--- src/rtl/eth_rx_parser.sv ---
// eth_rx_parser
//   Receive-side Ethernet header parser. Consumes 64-bit AXI-stream frames
//   carrying a 14-byte Ethernet header, filters on destination MAC, strips
//   the header and re-emits the payload realigned to byte lane 0.
//
// Parameters
//   MAC_ADDR_FPGA  local MAC address; frames addressed here are accepted
//   ACCEPT_BCAST   1: broadcast destination is also accepted
//
// Ports
//   ap_clk, ap_rst_n             clock, async active-low reset
//   stream_in_*                  network-side input stream (DATA/KEEP/LAST/VALID/READY)
//   stream_out_*                 realigned payload stream (registered)
//   meta_dst_mac/src_mac/ethertype  header fields captured on flit 1
//   stat_frames_ok/filtered/runt    frame counters
//
// Configuration
//   ETH_RX_STATS_EN  defined: 32-bit wrapping frame counters are built.
//                    undefined: stat_* are tied to 0 and no counter flops exist.
module eth_rx_parser #(
    parameter logic [47:0] MAC_ADDR_FPGA = 48'hfa163e55ca02,
    parameter bit          ACCEPT_BCAST  = 1'b1
) (
    input  logic        ap_clk,
    input  logic        ap_rst_n,
    input  logic [63:0] stream_in_DATA,
    input  logic [7:0]  stream_in_KEEP,
    input  logic        stream_in_LAST,
    input  logic        stream_in_VALID,
    output logic        stream_in_READY,
    output logic [63:0] stream_out_DATA,
    output logic [7:0]  stream_out_KEEP,
    output logic        stream_out_LAST,
    output logic        stream_out_VALID,
    input  logic        stream_out_READY,
    output logic [47:0] meta_dst_mac,
    output logic [47:0] meta_src_mac,
    output logic [15:0] meta_ethertype,
    output logic [31:0] stat_frames_ok,
    output logic [31:0] stat_frames_filtered,
    output logic [31:0] stat_frames_runt
);

    localparam int unsigned DATA_W = 64;
    localparam int unsigned KEEP_W = 8;
    localparam int unsigned MAC_W  = 48;
    localparam int unsigned RES_W  = 16;
    localparam int unsigned CNT_W  = 4;
    localparam logic [MAC_W-1:0] BCAST_MAC = 48'hffff_ffff_ffff;

    typedef enum logic [2:0] {
        HDR0    = 3'd0,
        HDR1    = 3'd1,
        PAYLOAD = 3'd2,
        TAIL    = 3'd3,
        DROP    = 3'd4
    } state_t;

    state_t state, state_nxt;

    // Low only between reset release and the first clock edge; keeps READY at 0 in reset.
    logic              active;
    logic [MAC_W-1:0]  dst_q, dst_nxt;
    logic [RES_W-1:0]  src_hi_q, src_hi_nxt;
    logic [RES_W-1:0]  res_q, res_nxt;
    logic [1:0]        res_cnt_q, res_cnt_nxt;

    logic [DATA_W-1:0] out_data_nxt;
    logic [KEEP_W-1:0] out_keep_nxt;
    logic              out_last_nxt;
    logic              out_valid_nxt;
    logic [MAC_W-1:0]  meta_dst_nxt, meta_src_nxt;
    logic [RES_W-1:0]  meta_type_nxt;

    logic              in_ready_c;
    logic              out_free_c;
    logic              dst_match_c;
    logic [CNT_W-1:0]  n_in_c;
    logic [DATA_W-1:0] realigned_c;
    logic [KEEP_W-1:0] keep_short_c;
    logic              ev_ok, ev_filt, ev_runt;

    function automatic logic [CNT_W-1:0] popcnt(input logic [KEEP_W-1:0] k);
        logic [CNT_W-1:0] c;
        c = '0;
        for (int i = 0; i < 8; i++) c = c + CNT_W'(k[i]);
        return c;
    endfunction

    // Expand a byte-valid mask into a bit mask so unused lanes are zeroed.
    function automatic logic [DATA_W-1:0] byte_mask(input logic [KEEP_W-1:0] k);
        logic [DATA_W-1:0] m;
        m = '0;
        for (int i = 0; i < 8; i++) m[8*i +: 8] = {8{k[i]}};
        return m;
    endfunction

    assign stream_in_READY = in_ready_c;
    assign out_free_c      = !stream_out_VALID || stream_out_READY;
    assign dst_match_c     = (dst_q == MAC_ADDR_FPGA) || (ACCEPT_BCAST && (dst_q == BCAST_MAC));
    assign ev_ok           = stream_out_VALID && stream_out_READY && stream_out_LAST;

    // Next-state, datapath and handshake decode.
    always_comb begin
        state_nxt     = state;
        in_ready_c    = 1'b0;
        dst_nxt       = dst_q;
        src_hi_nxt    = src_hi_q;
        res_nxt       = res_q;
        res_cnt_nxt   = res_cnt_q;
        out_data_nxt  = stream_out_DATA;
        out_keep_nxt  = stream_out_KEEP;
        out_last_nxt  = stream_out_LAST;
        out_valid_nxt = stream_out_VALID && !stream_out_READY;
        meta_dst_nxt  = meta_dst_mac;
        meta_src_nxt  = meta_src_mac;
        meta_type_nxt = meta_ethertype;
        ev_filt       = 1'b0;
        ev_runt       = 1'b0;
        n_in_c        = popcnt(stream_in_KEEP);
        // Residual supplies lanes 0-1, input lanes 0-5 fill lanes 2-7.
        realigned_c   = {stream_in_DATA[47:0], res_q};
        keep_short_c  = KEEP_W'((9'd1 << (n_in_c + 4'd2)) - 9'd1);

        case (state)
            HDR0: begin
                in_ready_c = active;
                if (stream_in_VALID && in_ready_c) begin
                    dst_nxt    = {stream_in_DATA[7:0],   stream_in_DATA[15:8],
                                  stream_in_DATA[23:16], stream_in_DATA[31:24],
                                  stream_in_DATA[39:32], stream_in_DATA[47:40]};
                    src_hi_nxt = {stream_in_DATA[55:48], stream_in_DATA[63:56]};
                    if (stream_in_LAST) ev_runt = 1'b1;
                    else                state_nxt = HDR1;
                end
            end

            HDR1: begin
                in_ready_c = active;
                if (stream_in_VALID && in_ready_c) begin
                    meta_dst_nxt  = dst_q;
                    meta_src_nxt  = {src_hi_q,
                                     stream_in_DATA[7:0],   stream_in_DATA[15:8],
                                     stream_in_DATA[23:16], stream_in_DATA[31:24]};
                    meta_type_nxt = {stream_in_DATA[39:32], stream_in_DATA[47:40]};
                    res_nxt       = stream_in_DATA[63:48];
                    if (!dst_match_c) begin
                        ev_filt   = 1'b1;
                        state_nxt = stream_in_LAST ? HDR0 : DROP;
                    end else if (stream_in_LAST) begin
                        if (!stream_in_KEEP[6]) begin
                            ev_runt   = 1'b1;
                            state_nxt = HDR0;
                        end else begin
                            res_cnt_nxt = 2'(n_in_c - 4'd6);
                            if (n_in_c == 4'd7) res_nxt[15:8] = 8'h00;
                            state_nxt = TAIL;
                        end
                    end else begin
                        state_nxt = PAYLOAD;
                    end
                end
            end

            PAYLOAD: begin
                // Accept only when the output register can take the produced flit.
                in_ready_c = active && out_free_c;
                if (stream_in_VALID && in_ready_c) begin
                    out_valid_nxt = 1'b1;
                    res_nxt       = stream_in_DATA[63:48];
                    if (!stream_in_LAST) begin
                        out_data_nxt = realigned_c;
                        out_keep_nxt = 8'hff;
                        out_last_nxt = 1'b0;
                    end else if (n_in_c <= 4'd6) begin
                        out_data_nxt = realigned_c & byte_mask(keep_short_c);
                        out_keep_nxt = keep_short_c;
                        out_last_nxt = 1'b1;
                        state_nxt    = HDR0;
                    end else begin
                        out_data_nxt = realigned_c;
                        out_keep_nxt = 8'hff;
                        out_last_nxt = 1'b0;
                        res_cnt_nxt  = 2'(n_in_c - 4'd6);
                        if (n_in_c == 4'd7) res_nxt[15:8] = 8'h00;
                        state_nxt    = TAIL;
                    end
                end
            end

            TAIL: begin
                if (out_free_c) begin
                    out_valid_nxt = 1'b1;
                    out_data_nxt  = {48'h0, res_q};
                    out_keep_nxt  = (res_cnt_q == 2'd1) ? 8'h01 : 8'h03;
                    out_last_nxt  = 1'b1;
                    state_nxt     = HDR0;
                end
            end

            DROP: begin
                in_ready_c = active;
                if (stream_in_VALID && in_ready_c && stream_in_LAST) state_nxt = HDR0;
            end

            default: state_nxt = HDR0;
        endcase
    end

    // State, datapath and output registers.
    always_ff @(posedge ap_clk or negedge ap_rst_n) begin
        if (!ap_rst_n) begin
            state            <= HDR0;
            active           <= 1'b0;
            dst_q            <= '0;
            src_hi_q         <= '0;
            res_q            <= '0;
            res_cnt_q        <= '0;
            stream_out_DATA  <= '0;
            stream_out_KEEP  <= '0;
            stream_out_LAST  <= 1'b0;
            stream_out_VALID <= 1'b0;
            meta_dst_mac     <= '0;
            meta_src_mac     <= '0;
            meta_ethertype   <= '0;
        end else begin
            state            <= state_nxt;
            active           <= 1'b1;
            dst_q            <= dst_nxt;
            src_hi_q         <= src_hi_nxt;
            res_q            <= res_nxt;
            res_cnt_q        <= res_cnt_nxt;
            stream_out_DATA  <= out_data_nxt;
            stream_out_KEEP  <= out_keep_nxt;
            stream_out_LAST  <= out_last_nxt;
            stream_out_VALID <= out_valid_nxt;
            meta_dst_mac     <= meta_dst_nxt;
            meta_src_mac     <= meta_src_nxt;
            meta_ethertype   <= meta_type_nxt;
        end
    end

`ifdef ETH_RX_STATS_EN
    // Per-frame wrapping counters.
    always_ff @(posedge ap_clk or negedge ap_rst_n) begin
        if (!ap_rst_n) begin
            stat_frames_ok       <= '0;
            stat_frames_filtered <= '0;
            stat_frames_runt     <= '0;
        end else begin
            if (ev_ok)   stat_frames_ok       <= stat_frames_ok + 32'd1;
            if (ev_filt) stat_frames_filtered <= stat_frames_filtered + 32'd1;
            if (ev_runt) stat_frames_runt     <= stat_frames_runt + 32'd1;
        end
    end
`else
    assign stat_frames_ok       = '0;
    assign stat_frames_filtered = '0;
    assign stat_frames_runt     = '0;
    logic unused_stats;
    assign unused_stats = ev_ok | ev_filt | ev_runt;
`endif

endmodule
--- config.mk ---
export PLATFORM = sky130hd
export DESIGN_NAME = eth_rx_parser
export DESIGN_NICKNAME = d
export VERILOG_FILES = /design/src/rtl/eth_rx_parser.sv
export SDC_FILE = /design/constraint.sdc
export NUM_CORES = 1
export LEC_CHECK = 0
export CAP_MARGIN = 30
export CORE_ASPECT_RATIO = 1.5
export CORE_MARGIN = 5
export CORE_UTILIZATION = 43
export DETAILED_ROUTE_END_ITERATION = 8
export GPL_TIMING_DRIVEN = 0
export PLACE_DENSITY = 0.74
export SETUP_SLACK_MARGIN = 0.15
export SYNTH_ARGS = -nofsm -noshare
export SYNTH_HDL_FRONTEND = slang
export SYNTH_SLANG_ARGS = --single-unit
--- constraint.sdc ---
create_clock -name ap_clk -period 1.9 [get_ports ap_clk]
set_clock_uncertainty 0.05 [all_clocks]
set_input_delay 0.38 -clock ap_clk [delete_from_list [all_inputs] [get_ports ap_clk]]
set_output_delay 0.38 -clock ap_clk [all_outputs]
set_load 0.02 [all_outputs]
==> impl_metrics.yaml, run 1 <==
setup_path:
  max_stage_delay_ns: 0.55
  crit_path_end_kind: "flip-flop"
  cp_cell_sequence: "clkdlybuf4s50_1, inv_1, fa_1, fa_1, inv_2, ha_4, fa_2, xor2_4, ha_4, or3_4, and2_4, nand3_4, ha_4, nor3_4, nand3_2, a41oi_4, buf_12, buf_16, a22o_1"
  cp_slowest_cell: "clkdlybuf4s50_1"
  setup.worst_path.start_class: "primary input"
  crit_top_cell: "ha_4"
  critPathBufInv: 5
  cp_max_fo: 4
  path_delay_family: "adder cells"
  critPathRequiredTime_ns: 2.28
  arrival_ns: 4.59
  critPathKind: "in -> reg"
drt:
  wl_met2_um: 20400
  met3_length_um: 2940
  ant_nets: 0
  wl_um: 38300
  drtIter0Drc: 513
  num_vias: 9901
  viasPerCell: 5.09
  drc: 0
  drt_first_pass_iters: 5
  met1_length_um: 13300
  wl_per_cell_um: 19.7
  top_layer: "met5"
timing:
  fin_crit_sh: 2.22
  slew_headroom: 0.465
  tns_ns: -169.28
  rsz0062_at_grt: "yes"
  setup_ws_ns: -2.31
  tightestPinTransition_ns: 0.802
  timing.fmax_mhz: 237
  fin_crit_ns: 4.21
  finalHoldViolCount: 0
  setup_viol: 106
  drv_slew: 0
pwr:
  pwr_density_cell_nw_per_um2: 1410
  power_w: 0.0248
  max-vdd-ir-drop_mv: 1.13
  p_leak_nw: 9.13
clock_tree:
  cts_root_buf: "clkbuf_16"
  cts_buffer_depth: 3
  cts.sinks: 272
  cts_made_buffers: 26
  clk_latency_ns: 0.54
  htree_num_levels: 1
  cts_tree: "yes"
  clkTransAtPathRegs_ns: 0.07
floorplanning:
  die_w_um: 145
  initial_utilization: 0.435
  fp-row-count: 74
  pin_count: 360
  coreArea_sq_um: 27100
  die_h_um: 213
  dieArea_sq_um: 30900
logic_synthesis:
  yosysTopAreaCell: "dfrtp_1"
  synth_edf_count: 0
  synth_area_leaders: "dfrtp_1 58%, nand2_1 13%, buf_4 6.2%"
  post_synth_num_cell_types: 49
  avgSynthCellArea_sq_um: 10.3
  yosysSeqAreaShare: 0.577
  synth_flop_cell: "dfrtp_1"
  yosys_warnings: 0
  synthCells: 1141
  yosys.area.top_type_share: 0.577
  syn_area_sq_um: 11800
  synth-seq-cells: 272
  ys_async_sr_fraction: 1.00
global_routing:
  grt_max_degree: 125
  grt_pass1_wl_um: 59500
  antenna_found_initial: 1
  gr-total-overflow: 0
  first_global_vias: 10500
  track_usage: 0.241
placed_design:
  preCtsSetupSlack_ns: -3.37
  gp_congestion: 0.869
  placed_area_sq_um: 15500
  port_buffers: 263
  hpwl_um: 27000
finish:
  seq_area_sq_um: 6810
  final.fill_count: 2200
  nets: 1668
  drive_gt1_frac: 0.258
  multi_input_area_sq_um: 4880
  n_antenna_cell: 0
  stdcell_area_sq_um: 17600
  area_delta_synth_final_pct: 48.8
status:
  outcome: "finished with violations"
  violations: "negative setup slack"
job:
  drv_cap: 0
min_path:
  hold_class: "in -> async"
kinds of logic after synthesis:
family          count (synthesis)  synth area share
simple gates                  488             0.173
flops                         272             0.577
buf+inv                       163            0.0830
compound gates                141            0.0919
mux                            64            0.0611
fa+ha+maj                       9            0.0121
other cells                     2          0.000636
xor+xnor                        2           0.00148
where the power goes:
group,switching (W),internal [W]
sequential,0.00154,0.00784
combinational,0.00532,0.00449
clock,0.00231,0.00329
timing repair:
| item | CTS | global route |
|---|---|---|
| resized for setup | 375 | 69 |
| cloned | 12 | 1 |
| pin swaps | 28 | 33 |
| setup buffers | 31 | 8 |
| endpoints found under the setup margin | 457 | 270 |
| hold buffers | 1 | 0 |
| hold endpoints to repair | 63 | 0 |
synthesized netlist by cell type (6+ instances only):
| cell type | number |
|---|---|
| buf_4 | 97 |
| inv_1 | 11 |
| a21o_1 | 9 |
| clkbuf_1 | 50 |
| mux2_2 | 64 |
| a21oi_1 | 12 |
| o21ai_0 | 21 |
| nand3b_1 | 10 |
| nand2b_1 | 6 |
| nand2_1 | 396 |
| dfrtp_1 | 272 |
| nor2_1 | 12 |
| a22oi_1 | 10 |
| nand3_1 | 9 |
| nor4_1 | 7 |
| o211ai_1 | 10 |
| a32oi_1 | 8 |
| nand4_1 | 26 |
| a22o_1 | 50 |
metrics by stage:
stage,cells,utilization,hold WS (ns)
3_5_place_dp,1843,0.570,0.317
2_1_floorplan,1236,-,0.0344
4_1_cts,1935,0.638,0.339
5_1_grt,1944,0.647,0.366
6_report,1944,0.647,0.319
3_3_place_gp,1841,0.568,0.394
path summary, 6_finish.rpt:
path	startpoint	to	slack [ns]	depth (start not counted)
worst min register to register	src_hi_q[10]$_DFFE_PN0P_	meta_src_mac[42]$_DFFE_PN0P_	0.41	2
min in group ap_clk	stream_in_DATA[49]	res_q[1]$_DFFE_PN0P_	0.38	3
worst max register to register	state[1]$_DFFE_PN0P_	stream_out_DATA[59]$_DFFE_PN0P_	-0.85	7
worst min-delay path	ap_rst_n	meta_src_mac[21]$_DFFE_PN0P_	0.32	2
worst max-delay path	stream_in_KEEP[6]	stream_out_DATA[52]$_DFFE_PN0P_	-2.31	19
max in group asynchronous	ap_rst_n	meta_dst_mac[3]$_DFFE_PN0P_	0.44	3
cell type report:
type | count | share of cell area
repair buffers | 318 | 0.178
multi-input cells | 801 | 0.278
clock buffers | 33 | 0.0415
inverters | 11 | 0.00235
well taps | 342 | 0.0244
flip-flops and latches | 272 | 0.388
clock inverters | 15 | 0.0116
plain buffers | 152 | 0.0767
registers in the layout (all words and copies together) (netlist names), 8 cells and up:
signal and flops:
meta_src_mac 48, meta_ethertype 16, stream_out_DATA 64, res_q 16
src_hi_q 16, stream_out_KEEP 8, meta_dst_mac 48, dst_q 48
cell usage in the layout (no fill, tap or decap), types with 5 or more instances in the layout:
cell and n:
a32oi_1 8, nand2_1 343, inv_1 9, clkbuf_4 14
o21ai_1 9, o21ai_0 11, clkdlybuf4s50_1 72, nor2_1 9
nand4_1 26, clkbuf_1 12, clkbuf_2 5, a22oi_2 9
clkbuf_8 8, nand3_1 6, nand2_2 51, buf_12 6
dlygate4sd2_1 183, a22o_1 50, buf_8 12, dfrtp_1 271
clkinv_2 5, mux2_2 64, o211ai_1 10, conb_1 97
clkbuf_16 41, buf_6 20, nand3b_1 10, buf_4 116
a21oi_1 6, a21o_1 8
layer usage:
| layer | vias up | GRT usage |
|---|---|---|
| met3 | 85 | 0.0701 |
| li1 | 4551 | - |
| met4 | 2 | 0.104 |
| met5 | - | 0 |
| met2 | 405 | 0.443 |
| met1 | 4858 | 0.259 |
Note: power is estimated with default switching activity, not from simulation.
==> inputs of run 2 (changes only) <==
Settings changed: CORE_UTILIZATION 43 to 44, CTS_BUF_LIST set to sky130_fd_sc_hd__clkbuf_4 sky130_fd_sc_hd__clkbuf_8, PLACE_DENSITY 0.74 to 0.76.
==> run 2 against run 1 <==
  * Worst hold slack got worse by 0.62 ns
  * Wire length rose by 3.4%
  * Core utilization grew 3.5 points
  * Combinational power increased by 4%
  * Power increased by 0.58%
  * Sequential share of layout area fell by 1.1 points
  * Highest routed layer unchanged
  * Non-clock buffer count is 10 higher
  * First-iteration DRC count rose by 4.5%
  * Die area fell by 2.1%
  * Register-to-register slack worse by 0.16 ns
  * Via count up 1.7%
  * The flow finishes with violations (negative hold slack, negative setup slack)
  * Setup slack worse by 0.016 ns
==> impl_metrics.yaml, run 2 (synthesized netlist as in run 1, its figures left out) <==
status:
  outcome: "finished with violations"
  violations: "negative hold slack, negative setup slack"
timing:
  setup_ws_ns: -2.33
  fin_crit_sh: 2.22
  hold_ws_ns: -0.297
  fin_crit_ns: 4.23
  timing.fmax_mhz: 237
  drv_slew: 0
  slew_headroom: 0.428
  tightestPinTransition_ns: 0.858
  rsz0062_at_grt: "yes"
  finalHoldViolCount: 64
  setup_viol: 151
pwr:
  max-vdd-ir-drop_mv: 0.947
  pwr_density_cell_nw_per_um2: 1380
  p_leak_nw: 9.16
finish:
  nets: 1693
  layout_common_cells: "270 x dfrtp_1, 250 x nand2_1, 136 x dlygate4sd2_1"
  drive_gt1_frac: 0.351
  n_antenna_cell: 0
  final.fill_count: 2015
  area_delta_synth_final_pct: 53.1
  largest-register: "stream_out_DATA"
  largest_reg_flops: 64
  stdcell_count: 1971
  final_common_cell: "dfrtp_1"
setup_path:
  cp_max_fo: 5
  crit_path_end_kind: "flip-flop"
  r2r_cells: 7
  rr_endpoint: "stream_out_DATA[59]$_DFFE_PN0P_"
  endpoint: "stream_out_DATA[50]$_DFFE_PN0P_"
  setup.worst_path.start_class: "primary input"
  critPathRequiredTime_ns: 2.28
  rr_startpoint: "state[1]$_DFFE_PN0P_"
  critPathLaunch: "stream_in_KEEP[0]"
  arrival_ns: 4.60
  r2r_setup_slack_ns: -1.01
  critPathKind: "in -> reg"
floorplanning:
  pin_count: 360
  fp-row-count: 73
  coreArea_sq_um: 26500
  dieArea_sq_um: 30300
  die_h_um: 211
  initial_utilization: 0.446
  die_w_um: 144
clock_tree:
  cts_buffer_depth: 3
  cts_made_buffers: 41
  htree_num_levels: 2
  cts_tree: "yes"
  cts_root_buf: "clkbuf_8"
  cts.sinks: 272
  clk_latency_ns: 0.56
  clkTransAtPathRegs_ns: 0.06
drt:
  viasPerCell: 5.11
  ant_nets: 0
  drc: 0
  num_vias: 10100
  wl_um: 39600
  drt_first_pass_iters: 4
  drtIter0Drc: 536
  wl_per_cell_um: 20.1
global_routing:
  gr-total-overflow: 0
  grt_max_degree: 122
  grt_pass1_wl_um: 57800
  first_global_vias: 10200
  track_usage: 0.246
  antenna_found_initial: 1
placed_design:
  gp_congestion: 0.878
  port_buffers: 263
  hpwl_um: 27100
  dp.cells: 1838
job:
  drv_cap: 0
min_path:
  hold_class: "in -> async"
-- run 2: worst min-delay path by stage --
stage / to / cells past startpoint / slack [ns]
final: meta_src_mac[20]$_DFFE_PN0P_ / 1 / -0.30
after global routing: meta_src_mac[20]$_DFFE_PN0P_ / 1 / -0.27
after CTS: meta_src_mac[20]$_DFFE_PN0P_ / 1 / -0.29
after detailed placement: meta_src_mac[20]$_DFFE_PN0P_ / 1 / 0.30
after global placement: meta_src_mac[42]$_DFFE_PN0P_ / 2 / 0.39
after floorplan: active$_DFF_PN0_ / 0 / 0.03
-- run 2: through the flow --
step / utilization / worst slack, ns / instance area (sq um) / setup TNS, ns / total power [W]
finish: 0.682 / -2.33 / 18100 / -171.77 / 0.0249
global route: 0.682 / -2.40 / 18100 / -180.54 / 0.0263
global placement: 0.582 / -11.15 / 15400 / -3413.08 / 0.0179
detailed placement: 0.584 / -3.37 / 15500 / -395.13 / 0.0182
floorplan: - / -2.41 / 12400 / -175.21 / 0.0141
CTS: 0.644 / -2.36 / 17100 / -171.89 / 0.0235
-- run 2: repair_timing --
action	in CTS	in global routing
pin swaps	29	213
gates cloned	6	10
setup endpoints to repair	457	309
buffers inserted	32	17
resized for setup	369	309
hold endpoints to repair	64	64
-- run 2: critical path, cell delays in order --
cell and delay [ns]:
buf_6 0.09, fa_1 0.55, inv_2 0.04, fa_1 0.44, fa_1 0.52, inv_2 0.05
ha_4 0.15, fa_2 0.38, xor2_4 0.19, ha_4 0.19, or3_4 0.37, and2_4 0.20
nand3_4 0.08, ha_4 0.17, nor3_4 0.05, nand3_2 0.09, a41oi_4 0.15, buf_6 0.16
buf_12 0.12, a22o_1 0.19
-- run 2: area by class of cell --
type                            count  area, sq um  area share
Sequential cell                   272         6810       0.377
Multi-Input combinational cell    801         5350       0.296
Timing Repair Buffer              330         3260       0.180
Buffer                            150         1340      0.0742
Clock buffer                       61          771      0.0427
Tap cell                          337          422      0.0233
Clock inverter                      9         73.8     0.00409
Inverter                           11         41.3     0.00229
-- run 2: per-layer routing --
layer	vias to the layer above	global-route usage	routed length (um)
met5	-	0	15
met4	2	0.107	1640
met3	101	0.0588	2810
met2	402	0.442	21300
met1	4961	0.274	13900
li1	4604	-	-
-- run 2: report_power, final --
part,total [W],internal [W],leakage [nW],switching (W)
logic,0.0102,0.00478,5.25,0.00545
clock network,0.00500,0.00273,0.456,0.00226
registers,0.00971,0.00785,3.45,0.00186
==> inputs of run 3 (changes only) <==
Settings changed: CORE_UTILIZATION 44 to 40, PLACE_DENSITY 0.76 to 0.7.
==> run 3 against run 2 <==
  * Critical endpoint is now stream_out_DATA[48]$_DFFE_PN0P_
  * The flow finishes with violations (negative setup slack)
  * Largest power group unchanged
  * Count of clock-buffer cells in the layout increased by 4
  * Via count down 2.0%
  * Combinational power is essentially flat
  * Core utilization shrank 6.7 points
==> impl_metrics.yaml, run 3 (synthesized netlist as in run 1, its figures left out) <==
global_routing:
  antenna_found_initial: 1
  first_global_vias: 9963
  track_usage: 0.225
  grt_max_degree: 101
  gr-total-overflow: 0
  grt_pass1_wl_um: 57500
clock_tree:
  cts.sinks: 272
  cts_buffer_depth: 3
  cts_made_buffers: 41
  cts_tree: "yes"
  clkTransAtPathRegs_ns: 0.06
  htree_num_levels: 2
  cts_root_buf: "clkbuf_8"
  clk_latency_ns: 0.57
placed_design:
  hpwl_um: 27500
  dp.cells: 1896
  port_buffers: 263
  gp_congestion: 0.825
  preCtsSetupSlack_ns: -3.34
finish:
  stdcell_count: 2016
  largest-register: "stream_out_DATA"
  final.fill_count: 2437
  final_common_cell: "dfrtp_1"
  largest_reg_flops: 64
  layout_common_cells: "270 x dfrtp_1, 249 x nand2_1, 147 x dlygate4sd2_1"
  drive_gt1_frac: 0.336
  n_antenna_cell: 0
  nets: 1680
  area_delta_synth_final_pct: 52.6
pwr:
  p_int_w: 0.0153
  clkPwrFrac: 0.201
  p_sw_frac: 0.384
  pwr_density_cell_nw_per_um2: 1380
  switchingPower_w: 0.00953
  combinationalPowerShare: 0.407
  max-vdd-ir-drop_mv: 0.793
  p_leak_nw: 9.09
  pwr-share-seq: 0.392
status:
  violations: "negative setup slack"
  outcome: "finished with violations"
job:
  drv_cap: 0
drt:
  drtIter0Drc: 419
  drc: 0
  ant_nets: 0
  wl_um: 39600
  viasPerCell: 4.90
  drt_first_pass_iters: 6
  num_vias: 9871
  wl_per_cell_um: 19.6
setup_path:
  critPathRequiredTime_ns: 2.28
  critPathKind: "in -> reg"
  arrival_ns: 4.61
  setup.worst_path.start_class: "primary input"
  crit_path_end_kind: "flip-flop"
  cp_max_fo: 4
timing:
  slew_headroom: 0.304
  fin_crit_sh: 2.22
  setup_viol: 127
  rsz0062_at_grt: "yes"
  setup_ws_ns: -2.32
  fin_crit_ns: 4.22
  finalHoldViolCount: 0
  tightestPinTransition_ns: 1.04
  drv_slew: 0
  timing.fmax_mhz: 237
floorplanning:
  die_w_um: 150
  fp-row-count: 77
  coreArea_sq_um: 29300
  dieArea_sq_um: 33100
  die_h_um: 220
  pin_count: 360
  initial_utilization: 0.403
min_path:
  hold_class: "in -> reg"
## run 3: cell count changes in the layout (fill, tap and decap cells not counted), sizes merged, moves of 3 or more
cell         change
clkinv           -3
buf             -19
dlygate4sd2     +11
clkbuf           -4
## run 3: cell type report
| cell class | count | area, sq um | area share |
|---|---|---|---|
| Sequential cell | 272 | 6810 | 0.378 |
| Multi-Input combinational cell | 802 | 5330 | 0.296 |
| Timing Repair Buffer | 316 | 3200 | 0.178 |
| Buffer | 150 | 1290 | 0.0719 |
| Clock buffer | 65 | 813 | 0.0451 |
| Tap cell | 395 | 494 | 0.0274 |
| Inverter | 11 | 41.3 | 0.00229 |
| Clock inverter | 5 | 27.5 | 0.00153 |
## run 3: timing repair
action                     CTS  global route
gates resized for setup    353           286
setup buffers               26             7
setup endpoints to repair  457           267
pin swaps                   24           248
hold endpoints to repair    92             0
gates cloned                 8            10
hold buffers                 1             0
## run 3: worst max-delay path: stages
cell and delay, ns:
clkdlybuf4s50_1 0.56, inv_1 0.11, fa_1 0.47, fa_1 0.51, inv_2 0.06, ha_4 0.16
fa_2 0.38, xor2_4 0.18, ha_4 0.20, or3_4 0.38, and2_4 0.20, nand3_4 0.08
ha_4 0.17, nor3_4 0.05, nand3_2 0.09, a41oi_4 0.15, buf_12 0.17, buf_16 0.12
a22o_1 0.17
## run 3: path summary, 6_finish.rpt
path | from | to | slack (ns) | cells after the start
max | stream_in_KEEP[6] | stream_out_DATA[48]$_DFFE_PN0P_ | -2.32 | 19
min | stream_in_DATA[53] | res_q[5]$_DFFE_PN0P_ | 0.36 | 3
max reg2reg | state[1]$_DFFE_PN0P_ | stream_out_DATA[59]$_DFFE_PN0P_ | -1.13 | 7
min reg2reg | stream_out_DATA[2]$_DFFE_PN0P_ | stream_out_DATA[2]$_DFFE_PN0P_ | 0.42 | 2
max in group asynchronous | ap_rst_n | meta_src_mac[44]$_DFFE_PN0P_ | 0.39 | 3
min in group asynchronous | ap_rst_n | meta_src_mac[27]$_DFFE_PN0P_ | 0.41 | 2
## run 3: through the flow
stage	hold slack (ns)	area (sq um)	total power (W)	TNS [ns]	util
floorplan	0.0344	12400	0.0141	-175.21	-
global placement	0.398	15500	0.0180	-3465.82	0.528
detailed placement	0.400	15500	0.0182	-407.52	0.531
global route	0.370	18000	0.0261	-173.08	0.615
CTS	0.324	17000	0.0233	-164.88	0.581
finish	0.358	18000	0.0248	-167.34	0.615
## run 3: power groups by stage
stage / registers, W / clock network, W / logic, W
finish: 0.00971 / 0.00499 / 0.0101
global route: 0.00998 / 0.00533 / 0.0108
CTS: 0.00930 / 0.00511 / 0.00891
detailed placement: 0.00937 / 0 / 0.00881
global placement: 0.00932 / 0 / 0.00864
floorplan: 0.0104 / 0 / 0.00368
## run 3: layer usage
metal | GRT usage | share of wire | vias to the layer above | routed length [um]
met5 | 0 | 0.00028 | - | 11
met4 | 0.0861 | 0.035 | 2 | 1400
met3 | 0.0586 | 0.071 | 81 | 2800
met2 | 0.409 | 0.54 | 338 | 21200
met1 | 0.249 | 0.36 | 4885 | 14200
li1 | - | - | 4565 | -
